$ cat config.mk
export PLATFORM = sky130hd
export DESIGN_NAME = reg_writeback_ctrl_flat
export DESIGN_NICKNAME = d
export VERILOG_FILES = /design/src/rtl/reg_writeback_ctrl_if.sv /design/src/rtl/reg_writeback_ctrl.sv /design/src/flat_wrapper.sv
export SDC_FILE = /design/constraint.sdc
export NUM_CORES = 1
export LEC_CHECK = 0
export ABC_CLOCK_PERIOD_IN_PS = 6410
export CELL_PAD_IN_SITES_DETAIL_PLACEMENT = 1
export CELL_PAD_IN_SITES_GLOBAL_PLACEMENT = 2
export CORE_UTILIZATION = 40
export DETAILED_ROUTE_END_ITERATION = 16
export PLACE_DENSITY = 0.94
export SLEW_MARGIN = 40
export SYNTH_ARGS = -nofsm -noshare
export SYNTH_HDL_FRONTEND = slang
export SYNTH_SLANG_ARGS = --single-unit
$ cat constraint.sdc
create_clock -name clk -period 6.41 [get_ports clk]
set_input_delay 0.9615 -clock clk [delete_from_list [all_inputs] [get_ports clk]]
set_output_delay 0.9615 -clock clk [all_outputs]
set_load 0.03 [all_outputs]
$ cat src/rtl/reg_writeback_ctrl_if.sv
// Writeback request channel into reg_writeback_ctrl.
// Ports: valid/addr/data (master->slave), ready (slave->master).
interface reg_writeback_ctrl_if #(
    parameter int ADDR_W = 4,
    parameter int DATA_W = 32
);
    logic              valid;
    logic              ready;
    logic [ADDR_W-1:0] addr;
    logic [DATA_W-1:0] data;

    modport master (
        output valid,
        output addr,
        output data,
        input  ready
    );

    modport slave (
        input  valid,
        input  addr,
        input  data,
        output ready
    );
endinterface

$ cat src/rtl/reg_writeback_ctrl.sv
// Writeback buffer in front of the register file write port: in-order FIFO
// drained one entry per cycle into a registered rf_* output stage.
// Ports: clk, rst (sync, active-low), wb (request channel, slave),
//   stall (hold drain), rf_addr/rf_write_en/rf_write_data (write port),
//   pending_mask (in-flight dest regs), count (occupancy), idle,
//   fwd_addr/fwd_hit/fwd_data (forwarding lookup).
// Optional: define REG_WB_FORWARD_EN to build the forwarding compare logic;
//   otherwise fwd_hit/fwd_data are tied to zero.
module reg_writeback_ctrl #(
    parameter  int DEPTH  = 4,
    parameter  int ADDR_W = 4,
    parameter  int DATA_W = 32,
    localparam int PTR_W  = $clog2(DEPTH),
    localparam int CNT_W  = PTR_W + 1,
    localparam int NREG   = 1 << ADDR_W
) (
    input  logic                clk,
    input  logic                rst,
    reg_writeback_ctrl_if.slave wb,
    input  logic                stall,
    output logic [ADDR_W-1:0]   rf_addr,
    output logic                rf_write_en,
    output logic [DATA_W-1:0]   rf_write_data,
    output logic [NREG-1:0]     pending_mask,
    output logic [CNT_W-1:0]    count,
    output logic                idle,
    input  logic [ADDR_W-1:0]   fwd_addr,
    output logic                fwd_hit,
    output logic [DATA_W-1:0]   fwd_data
);

    logic [ADDR_W-1:0] mem_addr [DEPTH];
    logic [DATA_W-1:0] mem_data [DEPTH];
    logic [PTR_W-1:0]  wr_ptr;
    logic [PTR_W-1:0]  rd_ptr;
    logic              push;
    logic              pop;

    // No pass-through when full: a pop in the same cycle does not free a slot.
    assign wb.ready = rst && (count != CNT_W'(DEPTH));
    assign push     = wb.valid && wb.ready;
    assign pop      = (count != '0) && !stall;
    assign idle     = (count == '0) && !rf_write_en;

    // Payload storage needs no reset: entries are only read when counted valid.
    always_ff @(posedge clk) begin
        if (push) begin
            mem_addr[wr_ptr] <= wb.addr;
            mem_data[wr_ptr] <= wb.data;
        end
    end

    always_ff @(posedge clk) begin
        if (!rst) begin
            wr_ptr        <= '0;
            rd_ptr        <= '0;
            count         <= '0;
            rf_write_en   <= 1'b0;
            rf_addr       <= '0;
            rf_write_data <= '0;
        end else begin
            if (push) begin
                wr_ptr <= wr_ptr + PTR_W'(1);
            end
            if (pop) begin
                rd_ptr        <= rd_ptr + PTR_W'(1);
                rf_addr       <= mem_addr[rd_ptr];
                rf_write_data <= mem_data[rd_ptr];
                rf_write_en   <= 1'b1;
            end else begin
                rf_write_en   <= 1'b0;
            end
            count <= count + CNT_W'(push) - CNT_W'(pop);
        end
    end

    // Entry k positions past the head is valid when k < count.
    always_comb begin
        pending_mask = '0;
        if (rf_write_en) begin
            pending_mask[rf_addr] = 1'b1;
        end
        for (int k = 0; k < DEPTH; k++) begin
            if (CNT_W'(k) < count) begin
                pending_mask[mem_addr[rd_ptr + PTR_W'(k)]] = 1'b1;
            end
        end
    end

`ifdef REG_WB_FORWARD_EN
    // Scan oldest to youngest so the last match (newest data) wins;
    // the output stage is older than every FIFO entry.
    always_comb begin
        fwd_hit  = 1'b0;
        fwd_data = '0;
        if (rf_write_en && (rf_addr == fwd_addr)) begin
            fwd_hit  = 1'b1;
            fwd_data = rf_write_data;
        end
        for (int k = 0; k < DEPTH; k++) begin
            if ((CNT_W'(k) < count) &&
                (mem_addr[rd_ptr + PTR_W'(k)] == fwd_addr)) begin
                fwd_hit  = 1'b1;
                fwd_data = mem_data[rd_ptr + PTR_W'(k)];
            end
        end
    end
`else
    logic unused_fwd;

    assign fwd_hit    = 1'b0;
    assign fwd_data   = '0;
    assign unused_fwd = ^fwd_addr;
`endif

endmodule
$ cat src/flat_wrapper.sv
// flat-port wrapper written by rule: the top's interface ports become plain ports
module reg_writeback_ctrl_flat 
#(
    parameter  int DEPTH  = 4,
    parameter  int ADDR_W = 4,
    parameter  int DATA_W = 32,
    localparam int PTR_W  = $clog2(DEPTH),
    localparam int CNT_W  = PTR_W + 1,
    localparam int NREG   = 1 << ADDR_W
)
  (clk, rst, stall, rf_addr, rf_write_en, rf_write_data, pending_mask, count, idle, fwd_addr, fwd_hit, fwd_data, wb_valid, wb_addr, wb_data, wb_ready);
  reg_writeback_ctrl_if #(.ADDR_W(ADDR_W), .DATA_W(DATA_W)) wb_i ();
  input  logic clk;
  input  logic rst;
  input  logic stall;
  output logic [ADDR_W-1:0] rf_addr;
  output logic rf_write_en;
  output logic [DATA_W-1:0] rf_write_data;
  output logic [NREG-1:0] pending_mask;
  output logic [CNT_W-1:0] count;
  output logic idle;
  input  logic [ADDR_W-1:0] fwd_addr;
  output logic fwd_hit;
  output logic [DATA_W-1:0] fwd_data;
  input wire logic [$bits(wb_i.valid)-1:0] wb_valid;
  input wire logic [$bits(wb_i.addr)-1:0] wb_addr;
  input wire logic [$bits(wb_i.data)-1:0] wb_data;
  output wire logic [$bits(wb_i.ready)-1:0] wb_ready;
  assign wb_i.valid = wb_valid;
  assign wb_i.addr = wb_addr;
  assign wb_i.data = wb_data;
  assign wb_ready = wb_i.ready;
  reg_writeback_ctrl #(.DEPTH(DEPTH), .ADDR_W(ADDR_W), .DATA_W(DATA_W)) u_core (.clk(clk), .rst(rst), .wb(wb_i), .stall(stall), .rf_addr(rf_addr), .rf_write_en(rf_write_en), .rf_write_data(rf_write_data), .pending_mask(pending_mask), .count(count), .idle(idle), .fwd_addr(fwd_addr), .fwd_hit(fwd_hit), .fwd_data(fwd_data));
endmodule
==> results of run 1 <==
## cells in the mapped netlist (all sizes together), types with 2 or more instances
library cell / count / area (µm²)
nor4: 2 / 27.53
edfxtp: 144 / 4324
nor3: 4 / 20.02
o211ai: 2 / 15.01
nor2b: 17 / 118.9
and2: 14 / 90.09
clkbuf: 8 / 30.03
or2: 2 / 12.51
and3: 6 / 37.54
mux4: 41 / 927.1
nand2: 96 / 360.4
buf: 52 / 374.1
a32oi: 2 / 17.52
and2b: 2 / 15.01
nand3: 16 / 80.08
nor2: 13 / 48.80
ha: 8 / 100.1
a22oi: 23 / 172.7
a21boi: 36 / 270.3
mux2: 2 / 22.52
inv: 11 / 41.29
nand2b: 6 / 45.04
a2bb2oi: 2 / 17.52
a221oi: 2 / 30.03
xnor2: 4 / 35.03
nand4: 3 / 18.77
dfxtp: 46 / 920.9
and3b: 4 / 35.03
o21ai: 2 / 10.01
mux2i: 13 / 137.6
## logic make-up after synthesis
kind of cell    Yosys count  share of synthesized area, %
flops                   190                         61.99
fa+ha+maj                 9                         1.420
xor+xnor                  4                        0.4140
simple gates            188                         11.00
other cells               1                       0.04432
mux                      56                         12.85
compound gates           76                         7.010
buf+inv                  71                         5.265
## worst reg2reg max path, delay by kind of cell (launching register included)
kind	cells	cell delay [ns]
simple gates	3	0.92
fa+ha+maj	3	0.88
flops	1	0.44
buf+inv	2	0.18
xor+xnor	1	0.13
## power by group through the flow
stage / logic [mW] / clock network (mW) / registers [mW]
final: 1.37 / 1.09 / 1.59
after global routing: 1.46 / 1.14 / 1.61
after CTS: 1.39 / 1.11 / 1.59
after detailed placement: 1.37 / 0 / 1.61
after global placement: 1.27 / 0 / 1.64
after floorplan: 0.860 / 0 / 1.66
## cell type report
cell class	count	area [µm²]
flip-flops and latches	190	5250
clock buffers	17	425.4
repair buffers	101	1008
well taps	270	337.8
inverters	11	41.29
clock inverters	15	195.2
fillers	2032	10320
multi-input cells	366	2913
## metal layers
layer	share of wire (%)	wire, µm	vias to the layer above
met5	0	0	-
met4	0.86	178	0
met3	4.5	942	12
met2	54	11200	162
met1	41	8425	2619
li1	-	-	2333
## worst paths after layout
kind,start,endpoint,slack (ns)
min reg2reg,u_core.rf_write_data[16],u_core.rf_write_data[16],0.47
max reg2reg,u_core.count[2],u_core.count[2],3.76
max,u_core.count[2],pending_mask[4],2.09
min,u_core.rf_write_data[16],u_core.rf_write_data[16],0.47
## sequential cells by signal (all words and copies together), names as in the netlist, named ones only
register,flops
u_core.wr_ptr,2
u_core.count,3
u_core.rf_write_en,1
u_core.rd_ptr,2
u_core.rf_addr,4
u_core.mem_addr,16
u_core.mem_data,128
u_core.rf_write_data,32
==> run_results.csv, run 1 <==
group,metric,value,unit
sta,finalMaxSlewViolations,0,
layout,postLayoutCellArea,10170,µm²
power,ir_worst_vdd,0.2442,mV
power,p_sw,1.421,mW
synth,synthesis.instances,595,
layout,final_core_util,49.63,%
cts,clk_pin_slew,0.07,ns
setup_path,worstSetupPathType,"reg2out",
setup_path,worst-path-buf-inv,2,
grt,busiest_layer,"met2",
place,placed_area,9550,µm²
routing,via_per_inst,5.285,
routing,routedWlPerCell,21.39,µm
layout,num_antenna_cells,0,
setup_path,cpLargestDelayFamily,"buffers and inverters",
sta,fin_setup_tns,0,ns
sta,post-route-min-period,4.315,ns
sta,worst_slew_pin_slew,0.6205,ns
cts,cts_setup_buffers,0,
sta,hold_viol,0,
hold_path,min_delay_path_depth,2,
cts,htree_levels,4,
sta,finalSetupViolCount,0,
grt,grt_max_degree,47,
power,leakagePower,3.362,nW
floorplanning,core-area,20490,µm²
hold_path,min_path_type,"reg2reg",
layout,fin_cells,970,
place,gp_congestion,0.8167,
sta,relSlewSlack,58.63,%
cts,clock_sinks,190,
routing,drt-total-wl,20740,µm
grt,grt_pass1_vias,5585,
synth,synth-edff-count,144,
power,clockPowerShare,26.9,%
setup_path,critical_path.endpoint_type,"output pin",
power,seqPwrFrac,39.2,%
floorplanning,die_area,21740,µm²
routing,post-route-drc-count,0,
routing,first_pass_iters,5,
grt,grt_use_met3,4.043,%
routing,initialDrtViolationCount,226,
synth,ys_seq_area_share,61.99,%
floorplanning,io_pins,135,
layout,final_cell_mix,"edfxtp_1 (144), nand2_1 (96), clkdlybuf4s50_1 (96)",
cts,cts_tree,"done",
power,p_int,2.622,mW
sta,rsz0062_at_grt,"no",
synth,synth_seq_cells,190,
setup_path,max_stage_delay,0.68,ns
floorplanning,die_h,147.4,µm
place,post-dp-hpwl,13630,µm
place,port_buffers,97,
cts,hold_buffers,0,
cts,cts_buffers,17,
floorplanning,rows,52,
sta,min_period_over_period,67.32,%
setup_path,crit_slowest_cell,"clkdlybuf4s50_1",
grt,grt_use_met2,37.10,%
cts,clockBufferDepth,2,
setup_path,r2r_cells,9,
grt,grt_use_met1,23.38,%
power,swShare,35.15,%
cts,clkLatencyLatePin,0.43,ns
grt,antenna_found_initial,0,
sta,hold_ws,0.4708,ns
grt,grt-ovfl-total,0,
synth,async_flop_share,0,%
layout,final_common_cell,"edfxtp_1",
grt,grt_first_pass_wirelength,32330,µm
floorplanning,start_util,41.28,%
layout,drive_above_1_share,14.00,%
cts,cts_resized,0,
sta,clock-skew-final,0.01024,ns
place,place_ws,2.573,ns
cts,cts-root-buf,"clkbuf_16",
power,p_per_area,397.4,nW/µm²
setup_path,cp.arrival,3.35,ns
routing,postRouteAntennaNets,0,
setup_path,cp_max_fo,9,
floorplanning,die-width,147.4,µm
flow_run,drv_cap,0,
synth,syn_area,8461,µm²
setup_path,critical_path_required,5.45,ns
setup_path,path_depth,8,
layout,finalNetCount,740,
synth,yosysWarnings,0,
synth,avgSynthCellArea,14.22,µm²
setup_path,crit_chain,"inv_1 > ha_1 > or2_2 > o2bb2a_2 > nor2b_1 > a22oi_1 > nand3_1 > clkdlybuf4s50_1",
synth,ys.flop_type,"edfxtp_1",
routing,vias,5126,
setup_path,cp-start-kind,"register",
power,pwr-share-comb,33.8,%
sta,max_freq,231.7,MHz
run_status,status,"finished clean",
power,p_total,4.042,mW
sta,layout_setup_ws,2.095,ns
grt,grtUsageTotal,19.95,%
synth,synth_cell_types,53,
layout,areaGrowthSynthToFinish,20.22,%
place,dp.cells,938,
(Power assumes the default switching activity.)
==> inputs of run 2 (changes only) <==
--- a/config.mk
+++ b/config.mk
@@ -5,12 +5,12 @@
 export SDC_FILE = /design/constraint.sdc
 export NUM_CORES = 1
 export LEC_CHECK = 0
-export ABC_CLOCK_PERIOD_IN_PS = 6410
+export ABC_CLOCK_PERIOD_IN_PS = 4250
 export CELL_PAD_IN_SITES_DETAIL_PLACEMENT = 1
 export CELL_PAD_IN_SITES_GLOBAL_PLACEMENT = 2
-export CORE_UTILIZATION = 40
+export CORE_UTILIZATION = 37
 export DETAILED_ROUTE_END_ITERATION = 16
-export PLACE_DENSITY = 0.94
+export PLACE_DENSITY = 0.89
 export SLEW_MARGIN = 40
 export SYNTH_ARGS = -nofsm -noshare
 export SYNTH_HDL_FRONTEND = slang
==> constraint.sdc (replaced) <==
create_clock -name clk -period 4.25 [get_ports clk]
set_input_delay 0.6375 -clock clk [delete_from_list [all_inputs] [get_ports clk]]
set_output_delay 0.6375 -clock clk [all_outputs]
set_load 0.03 [all_outputs]
==> run_results.csv, run 2 (synthesized netlist as in run 1, its figures left out) <==
group,metric,value,unit
run_status,status,"finished clean",
place,gp_congestion,0.8756,
cts,htree_levels,4,
grt,grt_pass1_vias,5417,
power,pwr-share-comb,34.2,%
floorplanning,core-area,22090,µm²
routing,initialDrtViolationCount,251,
power,clockPowerShare,26.4,%
layout,finalNetCount,741,
power,swShare,34.70,%
setup_path,cp_max_fo,9,
power,p_sw,2.084,mW
floorplanning,die-width,153.2,µm
place,port_buffers,97,
sta,min_period_over_period,91.18,%
grt,grt_max_degree,46,
setup_path,r2r_end,"u_core.count[2]",
setup_path,path_depth,8,
cts,cts_setup_buffers,0,
routing,postRouteAntennaNets,0,
grt,grt-ovfl-total,0,
sta,max_freq,258.0,MHz
sta,relSlewSlack,52.39,%
routing,routedWlPerCell,20.41,µm
power,leakagePower,3.342,nW
sta,finalSetupViolCount,0,
floorplanning,die_area,23470,µm²
routing,first_pass_iters,7,
grt,antenna_found_initial,0,
setup_path,cp.arrival,3.24,ns
setup_path,crit_slowest_cell,"clkdlybuf4s50_1",
sta,worst_slew_pin_slew,0.7141,ns
setup_path,r2r_cells,7,
cts,clockBufferDepth,2,
power,seqPwrFrac,39.3,%
routing,post-route-drc-count,0,
cts,cts_resized,0,
floorplanning,start_util,38.29,%
setup_path,cpLargestDelayFamily,"buffers and inverters",
setup_path,r2r_slack,1.95,ns
flow_run,drv_cap,0,
setup_path,cp-start-kind,"register",
setup_path,critical_path_required,3.61,ns
layout,final_cell_mix,"edfxtp_1 (144), nand2_1 (96), clkdlybuf4s50_1 (96)",
sta,hold_viol,0,
power,p_per_area,591.9,nW/µm²
sta,hold_ws,0.4616,ns
setup_path,critical_path.endpoint_type,"output pin",
layout,final_common_cell,"edfxtp_1",
floorplanning,io_pins,135,
cts,clkLatencyLatePin,0.43,ns
setup_path,crit_chain,"inv_1 > ha_1 > or2_2 > o2bb2a_2 > nor2b_1 > a22oi_1 > nand3_1 > clkdlybuf4s50_1",
routing,drt-total-wl,20020,µm
cts,cts_tree,"done",
sta,post-route-min-period,3.875,ns
layout,areaGrowthSynthToFinish,19.92,%
floorplanning,rows,54,
setup_path,r2r_start,"u_core.count[2]",
layout,largest_reg_flops,128,
cts,clk_pin_slew,0.07,ns
layout,num_antenna_cells,0,
setup_path,crit_end,"pending_mask[4]",
routing,vias,5121,
cts,cts-root-buf,"clkbuf_16",
sta,fin_setup_tns,0,ns
setup_path,max_stage_delay,0.67,ns
setup_path,worstSetupPathType,"reg2out",
sta,rsz0062_at_grt,"no",
grt,grtUsageTotal,17.64,%
power,p_int,3.921,mW
setup_path,worst-path-buf-inv,2,
floorplanning,die_h,153.2,µm
layout,reg_top3,"u_core.mem_data: 128 flops, u_core.rf_write_data: 32 flops, u_core.mem_addr: 16 flops",
place,post-dp-hpwl,12930,µm
cts,cts_buffers,17,
cts,hold_buffers,0,
layout,drive_above_1_share,13.98,%
routing,via_per_inst,5.220,
grt,grt_first_pass_wirelength,30950,µm
cts,clock_sinks,190,
sta,clock-skew-final,0.01379,ns
layout,top_register,"u_core.mem_data",
setup_path,crit_start,"u_core.count[2]",
hold_path,min_path_type,"reg2reg",
power,ir_worst_vdd,0.3168,mV
sta,finalMaxSlewViolations,0,
run 2: cell types whose count changed in the layout (fill, tap and decap cells not counted), moves of 2 or more:
cell        before  now
buf_4            3    5
clkinv_2         1    3
clkinvlp_4       0    2
inv_8            4    1
run 2: worst min-delay path by stage:
stage                              from                       end  slack [ns]  cells after the start
2_1_floorplan          u_core.wr_ptr[1]          u_core.wr_ptr[1]        0.47                      2
3_3_place_gp   u_core.rf_write_data[27]  u_core.rf_write_data[27]        0.45                      2
3_5_place_dp   u_core.rf_write_data[18]  u_core.rf_write_data[18]        0.46                      2
4_1_cts        u_core.rf_write_data[18]  u_core.rf_write_data[18]        0.47                      2
5_1_grt        u_core.rf_write_data[17]  u_core.rf_write_data[17]        0.50                      2
6_report       u_core.rf_write_data[18]  u_core.rf_write_data[18]        0.46                      2
run 2: through the flow:
stage          area [µm²]  utilization [%]  worst slack [ns]  total power, mW  cells
3_5_place_dp         9555            43.25            0.8278            4.481    949
6_report            10150            45.92            0.3747            6.005    981
3_3_place_gp         9540            43.18            0.8904            4.425    949
2_1_floorplan        8581                -             1.369            3.798    627
5_1_grt             10150            45.92            0.2123            6.289    981
4_1_cts             10150            45.92            0.3582            6.075    981
run 2: layout make-up:
| type | count | area (µm²) |
|---|---|---|
| Clock buffer | 18 | 429.2 |
| Inverter | 11 | 41.29 |
| Multi-Input combinational cell | 366 | 2910 |
| Fill cell | 2215 | 11950 |
| Tap cell | 280 | 350.3 |
| Timing Repair Buffer | 102 | 1003 |
| Sequential cell | 190 | 5250 |
| Clock inverter | 14 | 161.4 |
run 2: power by group through the flow:
stage | Combinational (mW) | Clock (mW) | Sequential, mW
after floorplan | 1.30 | 0 | 2.50
after global placement | 2.04 | 0 | 2.39
after detailed placement | 2.07 | 0 | 2.41
after CTS | 2.08 | 1.62 | 2.37
after global routing | 2.21 | 1.68 | 2.39
final | 2.06 | 1.59 | 2.36
run 2: worst register-to-register path: stages, from the launching register on:
cell and delay (ns):
dfxtp_1 0.52, inv_1 0.14, o31a_1 0.34, and2_0 0.26, ha_1 0.26, fa_1 0.40
xnor2_1 0.14, and2_1 0.15
run 2: routing by layer:
| layer | up-vias | track usage, % | routed length (µm) |
|---|---|---|---|
| met4 | 0 | 5.387 | 297 |
| met5 | - | 0 | 0 |
| met1 | 2596 | 21.53 | 8569 |
| met3 | 24 | 3.686 | 857 |
| met2 | 161 | 31.22 | 10300 |
| li1 | 2340 | - | - |
==> inputs of run 3 (changes only) <==
--- a/config.mk
+++ b/config.mk
@@ -5,12 +5,14 @@
 export SDC_FILE = /design/constraint.sdc
 export NUM_CORES = 1
 export LEC_CHECK = 0
+export ABC_AREA = 1
 export ABC_CLOCK_PERIOD_IN_PS = 4250
 export CELL_PAD_IN_SITES_DETAIL_PLACEMENT = 1
 export CELL_PAD_IN_SITES_GLOBAL_PLACEMENT = 2
-export CORE_UTILIZATION = 37
+export CORE_MARGIN = 3
+export CORE_UTILIZATION = 34
 export DETAILED_ROUTE_END_ITERATION = 16
-export PLACE_DENSITY = 0.89
+export PLACE_DENSITY = 0.9
 export SLEW_MARGIN = 40
 export SYNTH_ARGS = -nofsm -noshare
 export SYNTH_HDL_FRONTEND = slang
==> run_results.csv, run 3 <==
group,metric,value,unit
run_status,status,"finished clean",
floorplanning,die_h,163.4,µm
setup_path,cp-start-kind,"register",
floorplanning,rows,56,
power,pwr-share-comb,39.6,%
layout,regArea,5245,µm²
floorplanning,die_area,26690,µm²
routing,initialDrtViolationCount,377,
hold_path,hold-path-endpoint,"u_core.rf_write_data[31]",
power,p_int,3.820,mW
floorplanning,die-width,163.4,µm
cts,cts_tree,"done",
layout,drive_above_1_share,6.860,%
routing,via_per_inst,4.935,
cts,cts_setup_buffers,0,
setup_path,r2r_start,"u_core.count[1]",
synth,yosys-top-cells-count,"nand2_1 (196), edfxtp_1 (144), nor2_1 (107)",
layout,reg_top3,"u_core.mem_data: 128 flops, u_core.rf_write_data: 32 flops, u_core.mem_addr: 16 flops",
setup_path,r2r_end,"u_core.mem_addr[0][2]",
layout,postLayoutCellArea,10150,µm²
synth,syn_area,8419,µm²
layout,num_antenna_cells,0,
grt,grt_first_pass_wirelength,35660,µm
cts,cts_buffers,17,
grt,grt-ovfl-total,0,
cts,hold_buffers,0,
routing,postRouteAntennaNets,0,
synth,ys_seq_area_share,62.30,%
setup_path,cp.arrival,3.03,ns
layout,final_cell_mix,"nand2_1 (196), edfxtp_1 (144), nor2_1 (103)",
sta,finalSetupViolCount,0,
power,p_sw,2.575,mW
synth,synth_top_area_cell,"edfxtp_1",
setup_path,worstSetupPathType,"reg2out",
sta,finalMaxSlewViolations,0,
sta,rsz0062_at_grt,"no",
routing,first_pass_iters,5,
hold_path,hold_start,"u_core.rf_write_data[31]",
layout,top_register,"u_core.mem_data",
floorplanning,io_pins,135,
cts,clock_sinks,190,
synth,avgSynthCellArea,10.18,µm²
power,clockPowerShare,23.1,%
synth,yosys-top-cells-area,"edfxtp_1 (51%), dfxtp_1 (11%), nand2_1 (8.7%), a22oi_1 (5.7%), nor2_1 (4.8%)",
routing,vias,6179,
layout,final_common_cell,"nand2_1",
layout,multiInputGateArea,2685,µm²
power,p_per_area,629.8,nW/µm²
sta,max_freq,272.4,MHz
synth,synth-edff-count,144,
cts,clk_pin_slew,0.06,ns
setup_path,crit_top_cell,"nand2_1",
cts,clkLatencyLatePin,0.43,ns
sta,hold_viol,0,
layout,largest_reg_flops,128,
synth,yosysWarnings,0,
grt,grt_pass1_vias,6462,
setup_path,r2r_slack,1.83,ns
routing,drt-total-wl,22960,µm
setup_path,r2r_cells,5,
flow_run,drv_cap,0,
cts,htree_levels,4,
grt,grt_max_degree,75,
layout,finalNetCount,973,
sta,post-route-min-period,3.671,ns
synth,synth_most_common_cell,"nand2_1",
sta,worst_slew_pin_slew,0.7693,ns
synth,synth_seq_cells,190,
layout,areaGrowthSynthToFinish,20.61,%
routing,post-route-drc-count,0,
floorplanning,start_util,35.24,%
setup_path,cp_max_fo,34,
place,post-dp-hpwl,15360,µm
synth,synth_top_area_share,51.36,%
place,port_buffers,97,
setup_path,critical_path.endpoint_type,"output pin",
synth,synth_cell_types,27,
power,seqPwrFrac,37.3,%
sta,relSlewSlack,48.71,%
sta,clock-skew-final,0.006253,ns
sta,fin_setup_tns,0,ns
power,ir_worst_vdd,0.3404,mV
synth,async_flop_share,0,%
cts,clockBufferDepth,2,
hold_path,min_delay_path_depth,2,
hold_path,min_path_type,"reg2reg",
grt,antenna_found_initial,4,
setup_path,critical_path_required,3.61,ns
sta,min_period_over_period,86.38,%
place,gp_congestion,0.8378,
setup_path,max_stage_delay,0.66,ns
cts,cts-root-buf,"clkbuf_16",
floorplanning,core-area,23890,µm²
synth,synthesis.instances,827,
cts,cts_resized,0,
setup_path,crit_chain,"inv_2 > nor2_2 > buf_4 > nand2_1 > nand2_1 > nor2_1 > inv_2 > nand2_1 > nor2_1 > nor2_1 > nand2_1 > clkdlybuf4s50_1",
power,leakagePower,3.797,nW
routing,routedWlPerCell,18.34,µm
setup_path,crit_slowest_cell,"clkdlybuf4s50_1",
place,placed_area,9610,µm²
grt,grtUsageTotal,17.48,%
layout,num-fill-cells,2625,
power,swShare,40.27,%
synth,ys.flop_type,"edfxtp_1",
run 3: changes by cell type after synthesis, sizes merged, moves of 37 or more:
cell	change
o21ai	+53
a22oi	+41
mux4	-41
inv	+37
nor2	+97
nand2	+104
run 3: through the flow:
step | instances | setup WS [ns] | util (%) | hold slack [ns] | power (mW)
detailed placement | 1220 | 1.027 | 40.22 | 0.5131 | 4.967
finish | 1252 | 0.5788 | 42.50 | 0.5248 | 6.395
CTS | 1252 | 0.5572 | 42.50 | 0.5233 | 6.456
floorplan | 859 | 0.5954 | - | 0.4904 | 4.085
global placement | 1220 | 1.069 | 40.22 | 0.5023 | 4.905
global route | 1252 | 0.3435 | 42.50 | 0.5387 | 6.788
run 3: metal layers:
metal  vias up  GRT usage (%)  share of wire [%]
met5         -              0               0.30
met4         8          5.037                1.3
met3        24          4.641                5.5
met2       138          31.51                 51
met1      3009          20.42                 42
li1       3000              -                  -
run 3: worst max-delay path: cells and delay by family (launching register included):
kind,cells,cell delay (ns)
buffers and inverters,4,1.28
DFF,1,0.57
and+or+nand+nor,8,0.75
run 3: cell type report:
type                            count  share of cell area [%]
Tap cell                          319                   3.931
Inverter                           48                   1.799
Timing Repair Buffer              109                   10.82
Sequential cell                   190                   51.65
Clock buffer                       17                   4.189
Multi-Input combinational cell    554                   26.44
Clock inverter                     15                   1.171
run 3: worst max path at each step:
stage / startpoint / end / slack, ns / depth (start not counted)
after floorplan: u_core.count[1] / u_core.mem_addr[0][0] / 0.60 / 4
after global placement: u_core.rd_ptr[0] / pending_mask[1] / 1.07 / 10
after detailed placement: u_core.rd_ptr[1] / pending_mask[5] / 1.03 / 12
after CTS: u_core.rd_ptr[1] / pending_mask[5] / 0.56 / 12
after global routing: u_core.rd_ptr[0] / pending_mask[4] / 0.34 / 10
final: u_core.rd_ptr[1] / pending_mask[5] / 0.58 / 12
run 3: kinds of logic (layout without fill, tap and decap cells):
logic type	Yosys count	after routing	synth area share [%]
AND/OR/NAND/NOR	349	349	16.47
other	1	33	0.04454
XOR/XNOR	1	1	0.1040
AO/OA/AOI/OAI	162	162	12.07
buffers and inverters	115	189	7.594
adder cells (fa/ha/maj)	9	9	1.427
flip-flops	190	190	62.30
run 3: power groups by stage:
stage	Sequential, mW	Combinational, mW	Clock (mW)
CTS	2.39	2.56	1.51
detailed placement	2.42	2.55	0
floorplan	2.60	1.48	0
finish	2.38	2.53	1.48
global route	2.41	2.79	1.59
global placement	2.41	2.49	0
